`config.mk`:
```
export PLATFORM = sky130hd
export DESIGN_NAME = flash_read_arbiter
export DESIGN_NICKNAME = d
export VERILOG_FILES = /design/src/rtl/flash_read_arbiter.sv
export SDC_FILE = /design/constraint.sdc
export NUM_CORES = 1
export LEC_CHECK = 0
export CAP_MARGIN = 5
export CELL_PAD_IN_SITES_DETAIL_PLACEMENT = 2
export CELL_PAD_IN_SITES_GLOBAL_PLACEMENT = 2
export CORE_MARGIN = 3
export CORE_UTILIZATION = 30
export CTS_CLUSTER_SIZE = 40
export DETAILED_ROUTE_END_ITERATION = 10
export HOLD_SLACK_MARGIN = 0.06
export PLACE_DENSITY = 0.69
export RECOVER_POWER = 25
export SYNTH_ARGS = -nofsm -noshare
export SYNTH_HDL_FRONTEND = slang
export SYNTH_SLANG_ARGS = --single-unit
```
`constraint.sdc`:
```
create_clock -name clock -period 4.25 [get_ports clock]
set_input_delay 0.85 -clock clock [delete_from_list [all_inputs] [get_ports clock]]
set_output_delay 0.85 -clock clock [all_outputs]
set_load 0.02 [all_outputs]
```
`src/rtl/flash_read_arbiter.sv`:
```
// Two-port round-robin arbiter sharing one SPI flash.
// Each grant runs a single-bit READ (0x03) and returns one 32-bit word.
module flash_read_arbiter #(
    parameter int CLK_DIV  = 1,
    parameter int CSB_HIGH = 4
) (
    input  logic        clock,
    input  logic        resetb,
    input  logic        req0,
    input  logic [23:0] addr0,
    output logic        ack0,
    input  logic        req1,
    input  logic [23:0] addr1,
    output logic        ack1,
    output logic [31:0] rdata,
    output logic        busy,
    output logic        flash_csb,
    output logic        flash_clk,
    output logic        flash_io0,
    input  logic        flash_io1
);

    typedef enum logic [2:0] {
        S_IDLE,
        S_SETUP,
        S_SHIFT,
        S_HOLD,
        S_DESEL
    } state_t;

    localparam logic [3:0] DIV_LD = 4'(CLK_DIV - 1);
    localparam logic [3:0] CSB_LD = 4'(CSB_HIGH - 1);

    state_t      r_state, w_state;
    logic [3:0]  r_div, w_div;
    logic [5:0]  r_bit, w_bit;
    logic        r_gnt, w_gnt;
    logic        r_last, w_last;
    logic [31:0] r_sh, w_sh;
    logic [31:0] r_rx, w_rx;
    logic [31:0] r_rdata, w_rdata;
    logic        r_ack0, w_ack0;
    logic        r_ack1, w_ack1;
    logic        r_busy, w_busy;
    logic        r_csb, w_csb;
    logic        r_clk, w_clk;
    logic        r_io0, w_io0;

    logic        w_div_zero;
    logic        w_pick1;
    logic [23:0] w_addr;
    logic [31:0] w_cmd;

    // Port 1 wins when alone, or on a tie when port 0 was served last.
    assign w_pick1    = req1 & (~req0 | ~r_last);
    assign w_addr     = w_pick1 ? addr1 : addr0;
    assign w_cmd      = {8'h03, w_addr & 24'hFFFFFC};
    assign w_div_zero = (r_div == 4'd0);

    always_comb begin
        w_state = r_state;
        w_div   = r_div;
        w_bit   = r_bit;
        w_gnt   = r_gnt;
        w_last  = r_last;
        w_sh    = r_sh;
        w_rx    = r_rx;
        w_rdata = r_rdata;
        w_ack0  = 1'b0;
        w_ack1  = 1'b0;
        w_busy  = r_busy;
        w_csb   = r_csb;
        w_clk   = r_clk;
        w_io0   = r_io0;
        unique case (r_state)
            S_IDLE: begin
                if (req0 | req1) begin
                    w_gnt   = w_pick1;
                    w_sh    = w_cmd;
                    w_io0   = w_cmd[31];
                    w_csb   = 1'b0;
                    w_busy  = 1'b1;
                    w_div   = DIV_LD;
                    w_bit   = 6'd0;
                    w_state = S_SETUP;
                end
            end
            S_SETUP: begin
                if (w_div_zero) begin
                    w_div   = DIV_LD;
                    w_state = S_SHIFT;
                end else begin
                    w_div = r_div - 4'd1;
                end
            end
            S_SHIFT: begin
                if (w_div_zero) begin
                    w_div = DIV_LD;
                    if (!r_clk) begin
                        w_clk = 1'b1;
                    end else begin
                        // Falling edge: sample MISO, advance MOSI.
                        w_clk = 1'b0;
                        w_sh  = {r_sh[30:0], 1'b0};
                        w_io0 = r_sh[30];
                        if (r_bit[5]) begin
                            w_rx = {r_rx[30:0], flash_io1};
                        end
                        w_bit = r_bit + 6'd1;
                        if (r_bit == 6'd63) begin
                            w_state = S_HOLD;
                        end
                    end
                end else begin
                    w_div = r_div - 4'd1;
                end
            end
            S_HOLD: begin
                if (w_div_zero) begin
                    w_csb   = 1'b1;
                    w_div   = CSB_LD;
                    w_rdata = {r_rx[7:0], r_rx[15:8],
                               r_rx[23:16], r_rx[31:24]};
                    w_ack0  = ~r_gnt;
                    w_ack1  = r_gnt;
                    w_last  = r_gnt;
                    w_state = S_DESEL;
                end else begin
                    w_div = r_div - 4'd1;
                end
            end
            S_DESEL: begin
                if (w_div_zero) begin
                    w_busy  = 1'b0;
                    w_state = S_IDLE;
                end else begin
                    w_div = r_div - 4'd1;
                end
            end
            default: begin
                w_state = S_IDLE;
            end
        endcase
    end

    always_ff @(posedge clock or negedge resetb) begin
        if (!resetb) begin
            r_state <= S_IDLE;
            r_div   <= 4'd0;
            r_bit   <= 6'd0;
            r_gnt   <= 1'b0;
            r_last  <= 1'b1;
            r_sh    <= 32'd0;
            r_rx    <= 32'd0;
            r_rdata <= 32'd0;
            r_ack0  <= 1'b0;
            r_ack1  <= 1'b0;
            r_busy  <= 1'b0;
            r_csb   <= 1'b1;
            r_clk   <= 1'b0;
            r_io0   <= 1'b0;
        end else begin
            r_state <= w_state;
            r_div   <= w_div;
            r_bit   <= w_bit;
            r_gnt   <= w_gnt;
            r_last  <= w_last;
            r_sh    <= w_sh;
            r_rx    <= w_rx;
            r_rdata <= w_rdata;
            r_ack0  <= w_ack0;
            r_ack1  <= w_ack1;
            r_busy  <= w_busy;
            r_csb   <= w_csb;
            r_clk   <= w_clk;
            r_io0   <= w_io0;
        end
    end

    assign ack0      = r_ack0;
    assign ack1      = r_ack1;
    assign rdata     = r_rdata;
    assign busy      = r_busy;
    assign flash_csb = r_csb;
    assign flash_clk = r_clk;
    assign flash_io0 = r_io0;

endmodule

```
==> results.json, run 1 <==
{
  "setup_viol": 0,
  "fin_nets": 574,
  "dp_slack_ps": 1067,
  "ys_types": 52,
  "violations": "capacitance limit, slew limit",
  "numPortBuffers": 86,
  "maxCapViolCount": 1,
  "tightest_slew_ps": 2853,
  "crit_arrival_ps": 3450,
  "async_flop_share_pct": 100.0,
  "drtIter0Drc": 111,
  "ys_warn_count": 0,
  "clk_transition_reported_paths_ps": 50,
  "outcome": "finished with violations",
  "wl_met1_mm": 5.870,
  "skew_ps": 5.550,
  "syn2layout_area_growth_pct": 32.92,
  "p_per_area_nw_per_um2": 581.2,
  "wl_met2_mm": 6.457,
  "cts_resized": 0,
  "cts-root-buf": "clkbuf_16",
  "worstSetupPathType": "reg -> reg",
  "clkLatencyLatePin_ps": 410,
  "die_area_um2": 18770,
  "highest_layer": "met4",
  "utilization_pct": 40.99,
  "syn_nets": 492,
  "postRouteAntennaNets": 0,
  "worstPathRequired_ps": 4550,
  "synth-seq-cells": 114,
  "grt_overflow": 0,
  "wire_per_inst_um": 17.87,
  "antennaDiodeCount": 0,
  "holdBufCountCts": 0,
  "relSlewSlack_pct": -90.17,
  "synthFlopType": "dfrtp_1",
  "clockBufferDepth": 2,
  "cp_max_fo": 32,
  "rsz0062_at_grt": "no",
  "hold_viol": 0,
  "h-tree-depth": 4,
  "routed_wl_mm": 13.42,
  "cts_tree": "done",
  "synth_edf_count": 0,
  "die_w_um": 137.0,
  "ios": 91,
  "cts_buffers": 17,
  "coreArea_um2": 16700,
  "first_pass_iters": 4,
  "wl_met3_um": 874,
  "vias": 3767,
  "cp-start-kind": "flip-flop",
  "slew_violations": 52,
  "power_leakage_nw": 3.117,
  "antenna_found_initial": 0,
  "postCtsSetupRepairBufs": 0,
  "endpoint_kind": "flip-flop",
  "track_usage_pct": 15.24,
  "peakVddDrop_mv": 0.2948,
  "final_common_cell": "dfrtp_1",
  "min_period_ps": 3149,
  "via_per_inst": 5.016,
  "setup-tns-final_ps": 0,
  "grt_pass1_vias": 4225,
  "yosysSeqAreaShare_pct": 55.44,
  "power_mw": 3.979,
  "start_util_pct": 30.84,
  "drive_above_1_share_pct": 21.28,
  "hpwl_mm": 8.595,
  "row_count": 47,
  "max_freq_mhz": 317.5,
  "final_cell_mix": "112 x dfrtp_1, 85 x clkdlybuf4s50_1, 49 x a21oi_1, 41 x nand2_1, 38 x nor2_1",
  "cts_num_sinks": 114,
  "synth_area_um2": 5150,
  "min_period_over_period_pct": 74.10,
  "grt_max_degree": 52,
  "route.detailed.drc": 0,
  "synth_cells": 436,
  "fin_ws_ps": 1101,
  "syn_area_per_cell_um2": 11.81,
  "nFillCells": 1730,
  "grt_pass1_wl_mm": 22.09,
  "place.gp.congestion": 0.7139,
  "die_h_um": 137.0,
  "hold_path_class": "reg -> reg"
}
[critical path, cell delays in order (launching register included)]
cell	delay (ps)
dfrtp_1	800
or3b_1	1080
nor2_8	160
nand2_4	550
mux2_2	400
[Yosys cell counts, types with 4 or more instances]
cell / n / area, µm²
nand3_1: 4 / 20.02
nand2_1: 41 / 153.9
mux2_4: 30 / 450.4
mux2_2: 34 / 382.9
o21ai_0: 13 / 65.06
nor3_1: 6 / 30.03
clkbuf_1: 12 / 45.04
nor2_1: 38 / 142.6
buf_6: 4 / 45.04
buf_2: 9 / 45.04
dfrtp_1: 112 / 2803
a21oi_1: 49 / 245.2
inv_1: 7 / 26.28
o2bb2ai_1: 21 / 183.9
[layout make-up]
cell class	instances	area [µm²]	area share [%]
Multi-Input combinational cell	287	2131	31.13
Tap cell	220	275.3	4.021
Inverter	7	26.28	0.3838
Sequential cell	114	2855	41.71
Clock buffer	18	429.2	6.269
Timing Repair Buffer	91	892.1	13.03
Clock inverter	14	236.5	3.455
[state kept, by name (all words and copies together) (netlist names)]
register	flops
busy	1
flash_clk	1
r_div	4
flash_csb	1
rdata	32
r_sh	29
r_rx	32
r_bit	6
r_gnt	1
r_last	1
ack1	1
ack0	1
r_state	3
flash_io0	1
[kinds of logic (layout without fill, tap and decap cells)]
kind of cell / count (synthesis) / count (layout) / share of synthesized area (%)
AOI/OAI and AO/OA: 103 / 103 / 12.78
adders and majority gates: 3 / 3 / 0.7289
muxes: 65 / 65 / 16.38
and+or+nand+nor: 111 / 111 / 10.33
DFF: 114 / 114 / 55.44
xor gates and xnor gates: 5 / 5 / 0.8505
buffers and inverters: 35 / 130 / 3.498
[metrics by stage]
step | std cells | cell area (µm²) | hold slack, ps
3_3_place_gp | 719 | 6183 | 428.6
4_1_cts | 751 | 6849 | 448.8
6_report | 751 | 6845 | 443.8
3_5_place_dp | 719 | 6183 | 441.2
5_1_grt | 751 | 6845 | 482.5
2_1_floorplan | 436 | 5150 | 403.2
[report_power, final]
group	internal [mW]	switching, mW
clock network	1.10	0.516
logic	0.388	0.538
registers	1.28	0.161
[final timing paths]
check,endpoint,slack (ps),cells past startpoint,from
min,ack0$_DFF_PN0_,440,1,r_gnt$_DFFE_PN0P_
max reg2reg,r_rx[31]$_DFFE_PN0P_,1100,4,r_state[2]$_DFFE_PN0P_
max in group asynchronous,r_last$_DFFE_PN1P_,1220,2,resetb
max,r_rx[31]$_DFFE_PN0P_,1100,4,r_state[2]$_DFFE_PN0P_
min reg2reg,ack0$_DFF_PN0_,440,1,r_gnt$_DFFE_PN0P_
min in group asynchronous,busy$_DFFE_PN0P_,1340,1,resetb
[per-layer routing]
layer	track usage (%)	vias to the layer above
met5	0	-
met4	5.820	0
met3	5.404	18
met2	25.04	83
met1	18.34	1953
li1	-	1713
No activity file was read; power rests on OpenSTA's default activity.
==> run 2, diff against run 1 <==
clock period = 2.95 ns   (was 4.25 ns; I/O delays follow)
==> run 2 against run 1 <==
The flow now finishes without violations. Clock-buffer cell count is 1 higher. Hold slack gained 11 ps. Clock skew grew 1.1 ps. Critical path type is now in -> async.
==> results.json, run 2 (synthesis gave the netlist of run 1 again) <==
{
  "clockBufferDepth": 2,
  "routed_wl_mm": 13.99,
  "skew_ps": 6.683,
  "wl_met1_mm": 6.342,
  "hold_path_class": "reg -> reg",
  "crit_arrival_ps": 2650,
  "coreArea_um2": 16700,
  "tightest_slew_ps": 1371,
  "worstPathRequired_ps": 3300,
  "cts_num_sinks": 114,
  "outcome": "finished, final reports clean",
  "critPathTopFamily": "buffers and inverters",
  "min_period_over_period_pct": 78.46,
  "critPathSlowestCell": "clkbuf_2",
  "numPortBuffers": 86,
  "maxCapViolCount": 0,
  "endpoint_kind": "async pin",
  "grt_max_degree": 53,
  "critPathMostFrequentCell": "clkbuf_2",
  "cts_tree": "done",
  "r2r_end": "r_rx[7]$_DFFE_PN0P_",
  "worstHoldEndpoint": "ack0$_DFF_PN0_",
  "hpwl_mm": 8.768,
  "min_period_ps": 2315,
  "hold_viol": 0,
  "max_freq_mhz": 432.0,
  "slew_violations": 0,
  "clkLatencyLatePin_ps": 410,
  "r2r_cells": 7,
  "drive_above_1_share_pct": 22.06,
  "wl_met2_mm": 6.856,
  "postRouteAntennaNets": 0,
  "relSlewSlack_pct": 8.593,
  "cts_resized": 0,
  "first_pass_iters": 4,
  "track_usage_pct": 15.81,
  "power_leakage_nw": 3.108,
  "rsz0062_at_grt": "no",
  "die_area_um2": 18770,
  "min_path_cells": 1,
  "syn2layout_area_growth_pct": 32.65,
  "clk_transition_reported_paths_ps": 60,
  "cts-root-buf": "clkbuf_16",
  "postCtsSetupRepairBufs": 0,
  "die_w_um": 137.0,
  "holdBufCountCts": 0,
  "die_h_um": 137.0,
  "worstHoldStart": "r_gnt$_DFFE_PN0P_",
  "wl_met3_um": 634,
  "cp_num_buf_inv": 2,
  "cp_max_fo": 52,
  "place.gp.congestion": 0.7234,
  "row_count": 47,
  "grt_overflow": 0,
  "highest_layer": "met4",
  "antennaDiodeCount": 0,
  "setup_viol": 0,
  "p_per_area_nw_per_um2": 814.9,
  "grt_pass1_vias": 4242,
  "start_util_pct": 30.84,
  "critPathMaxStageDelay_ps": 1040,
  "grt_pass1_wl_mm": 22.95,
  "worstSetupPathType": "in -> async",
  "cp-start-kind": "primary input",
  "antenna_found_initial": 0,
  "vias": 3727,
  "h-tree-depth": 4,
  "wire_per_inst_um": 18.53,
  "drtIter0Drc": 132,
  "rr_startpoint": "r_div[0]$_DFFE_PN0P_",
  "cts_buffers": 17,
  "final_cell_mix": "112 x dfrtp_1, 85 x clkdlybuf4s50_1, 49 x a21oi_1, 41 x nand2_1, 38 x nor2_1",
  "peakVddDrop_mv": 0.4350,
  "setup-tns-final_ps": 0,
  "crit_chain": "clkbuf_2, clkbuf_2",
  "via_per_inst": 4.936,
  "route.detailed.drc": 0,
  "fin_nets": 579,
  "r2r_setup_slack_ps": 640,
  "ios": 91,
  "final_common_cell": "dfrtp_1",
  "utilization_pct": 40.91
}
run 2: power breakdown:
group,switching [mW],total (mW),internal (mW)
sequential,0.207,2.05,1.84
clock,0.753,2.10,1.35
combinational,0.820,1.42,0.597
total,1.78,5.57,3.79
run 2: worst max-delay path by stage:
stage,start,endpoint,slack (ps),cells after the start
5_1_grt,resetb,r_rx[1]$_DFFE_PN0P_,230,2
3_5_place_dp,r_div[0]$_DFFE_PN0P_,r_rx[3]$_DFFE_PN0P_,660,7
4_1_cts,r_div[0]$_DFFE_PN0P_,r_rx[7]$_DFFE_PN0P_,610,7
6_report,resetb,r_rx[2]$_DFFE_PN0P_,640,2
3_3_place_gp,r_div[0]$_DFFE_PN0P_,r_rx[24]$_DFFE_PN0P_,710,7
2_1_floorplan,r_div[0]$_DFFE_PN0P_,rdata[0]$_DFFE_PN0P_,1020,6
run 2: final cells by class:
class / count / area [µm²]
multi-input cells: 287 / 2131
repair buffers: 96 / 940.9
clock inverters: 12 / 160.2
fillers: 1714 / 9869
inverters: 7 / 26.28
clock buffers: 19 / 442.9
flip-flops and latches: 114 / 2855
well taps: 220 / 275.3
run 2: through the flow:
| stage | instance area [µm²] | cells | hold WS [ps] | power, mW | worst slack, ps |
|---|---|---|---|---|---|
| floorplan | 5150 | 436 | 294.4 | 3.010 | 1020 |
| global placement | 6246 | 724 | 441.1 | 3.417 | 714.5 |
| detailed placement | 6246 | 724 | 445.0 | 3.518 | 662.5 |
| CTS | 6849 | 755 | 255.8 | 5.671 | 605.2 |
| global route | 6832 | 755 | 464.6 | 5.938 | 231.7 |
| finish | 6832 | 755 | 454.8 | 5.567 | 635.3 |
run 2: metal layers:
layer  global-route usage, %  vias up
met5                       0        -
met3                   4.779       14
met2                   25.89       72
li1                        -     1721
met1                   20.07     1920
met4                   4.989        0
==> run 3, diff against run 2 <==
clock period = 2.2 ns   (was 2.95 ns; I/O delays follow)
==> run 3 against run 2 <==
Die area stayed put. Highest routed layer unchanged. Critical path depth is 1 lower. Power is 37% higher. Cell count is 1.2% higher.
==> results.json, run 3 (synthesis gave the netlist of run 1 again) <==
{
  "grt_max_degree": 49,
  "hpwl_mm": 8.981,
  "hold_path_class": "reg -> reg",
  "worstPathRequired_ps": 1760,
  "power_leakage_nw": 3.182,
  "max_freq_mhz": 494.3,
  "postRouteAntennaNets": 0,
  "die_area_um2": 18770,
  "path_depth": 1,
  "ios": 91,
  "grt_overflow": 0,
  "via_per_inst": 4.958,
  "worstHoldStart": "r_gnt$_DFFE_PN0P_",
  "syn2layout_area_growth_pct": 35.47,
  "tightest_slew_ps": 1130,
  "h-tree-depth": 4,
  "grt_pass1_wl_mm": 23.27,
  "die_w_um": 137.0,
  "endpoint_kind": "output port",
  "die_h_um": 137.0,
  "cts_num_sinks": 114,
  "peakVddDrop_mv": 0.5618,
  "min_period_ps": 2023,
  "rr_startpoint": "r_div[0]$_DFFE_PN0P_",
  "hold_viol": 0,
  "stdcell_count": 764,
  "clockBufferDepth": 2,
  "fin_nets": 587,
  "route.detailed.drc": 0,
  "start_util_pct": 30.84,
  "critPathMaxStageDelay_ps": 650,
  "r2r_setup_slack_ps": 180,
  "crit_arrival_ps": 1580,
  "cts_tree": "done",
  "min_path_cells": 1,
  "antenna_found_initial": 0,
  "relSlewSlack_pct": 24.67,
  "worstHoldEndpoint": "ack0$_DFF_PN0_",
  "worstSetupPathType": "reg -> out",
  "first_pass_iters": 4,
  "r2r_cells": 7,
  "cts_buffers": 17,
  "postCtsSetupRepairBufs": 0,
  "coreArea_um2": 16700,
  "setup_viol": 0,
  "dp.cells": 730,
  "final_common_cell": "dfrtp_1",
  "setup-tns-final_ps": 0,
  "critPathTopFamily": "buffers and inverters",
  "nFillCells": 1737,
  "antennaDiodeCount": 0,
  "grt_pass1_vias": 4335,
  "r2r_end": "r_bit[5]$_DFFE_PN0P_",
  "cp_max_fo": 2,
  "skew_ps": 11.74,
  "track_usage_pct": 16.08,
  "drtIter0Drc": 124,
  "power_mw": 7.609,
  "cp-start-kind": "flip-flop",
  "outcome": "finished, final reports clean",
  "clk_transition_reported_paths_ps": 50,
  "critPathSlowestCell": "clkdlybuf4s50_1",
  "place.gp.congestion": 0.7450,
  "vias": 3788,
  "final_cell_mix": "112 x dfrtp_1, 85 x clkdlybuf4s50_1, 49 x a21oi_1, 41 x nand2_1, 38 x nor2_1",
  "p_per_area_nw_per_um2": 1091,
  "row_count": 47,
  "crit_chain": "clkdlybuf4s50_1",
  "rsz0062_at_grt": "no",
  "numPortBuffers": 86,
  "clkLatencyLatePin_ps": 410,
  "min_period_over_period_pct": 91.96,
  "slew_violations": 0,
  "holdWs_ps": 443.3,
  "wire_per_inst_um": 18.87,
  "drive_above_1_share_pct": 23.16,
  "routed_wl_mm": 14.42,
  "maxCapViolCount": 0,
  "cts-root-buf": "clkbuf_16",
  "cp_num_buf_inv": 1
}
[run 3: worst max-delay path by stage]
stage	from	end	slack, ps
3_5_place_dp	r_div[0]$_DFFE_PN0P_	r_bit[5]$_DFFE_PN0P_	80
3_3_place_gp	r_div[0]$_DFFE_PN0P_	r_bit[5]$_DFFE_PN0P_	180
4_1_cts	r_div[0]$_DFFE_PN0P_	r_bit[5]$_DFFE_PN0P_	40
2_1_floorplan	r_div[0]$_DFFE_PN0P_	rdata[0]$_DFFE_PN0P_	270
5_1_grt	r_div[0]$_DFFE_PN0P_	r_sh[24]$_DFFE_PN0P_	20
6_report	flash_csb$_DFFE_PN1P_	flash_csb	180
[run 3: area by class of cell]
type | instances | area (µm²) | share of cell area [%]
Sequential cell | 114 | 2855 | 40.93
Clock buffer | 20 | 446.7 | 6.402
Inverter | 7 | 26.28 | 0.3766
Clock inverter | 12 | 157.7 | 2.260
Tap cell | 220 | 275.3 | 3.945
Multi-Input combinational cell | 287 | 2138 | 30.65
Timing Repair Buffer | 104 | 1077 | 15.44
[run 3: layer usage]
layer | track usage [%] | wire length, µm | up-vias
met5 | 0 | 0 | -
met2 | 27.14 | 7219 | 75
met3 | 4.816 | 684 | 11
li1 | - | - | 1738
met4 | 5.654 | 153 | 0
met1 | 19.50 | 6358 | 1964
[run 3: timing repair]
action	CTS	global route
hold buffers	1	0
endpoints found under the hold margin	37	0
endpoints found under the setup margin	0	26
resized for setup	0	3
[run 3: per-stage QoR]
stage / util, % / instance area [µm²] / setup WS [ps]
2_1_floorplan: - / 5150 / 269.6
3_3_place_gp: 37.89 / 6329 / 178.3
3_5_place_dp: 37.89 / 6329 / 80.75
4_1_cts: 41.57 / 6943 / 39.91
5_1_grt: 41.77 / 6977 / 17.66
6_report: 41.77 / 6977 / 176.8
[run 3: where the power goes]
part	switching, mW	leakage [nW]	total (mW)	internal, mW
clock network	1.01	0.287	2.83	1.81
registers	0.243	1.49	2.71	2.47
logic	1.17	1.41	2.07	0.895
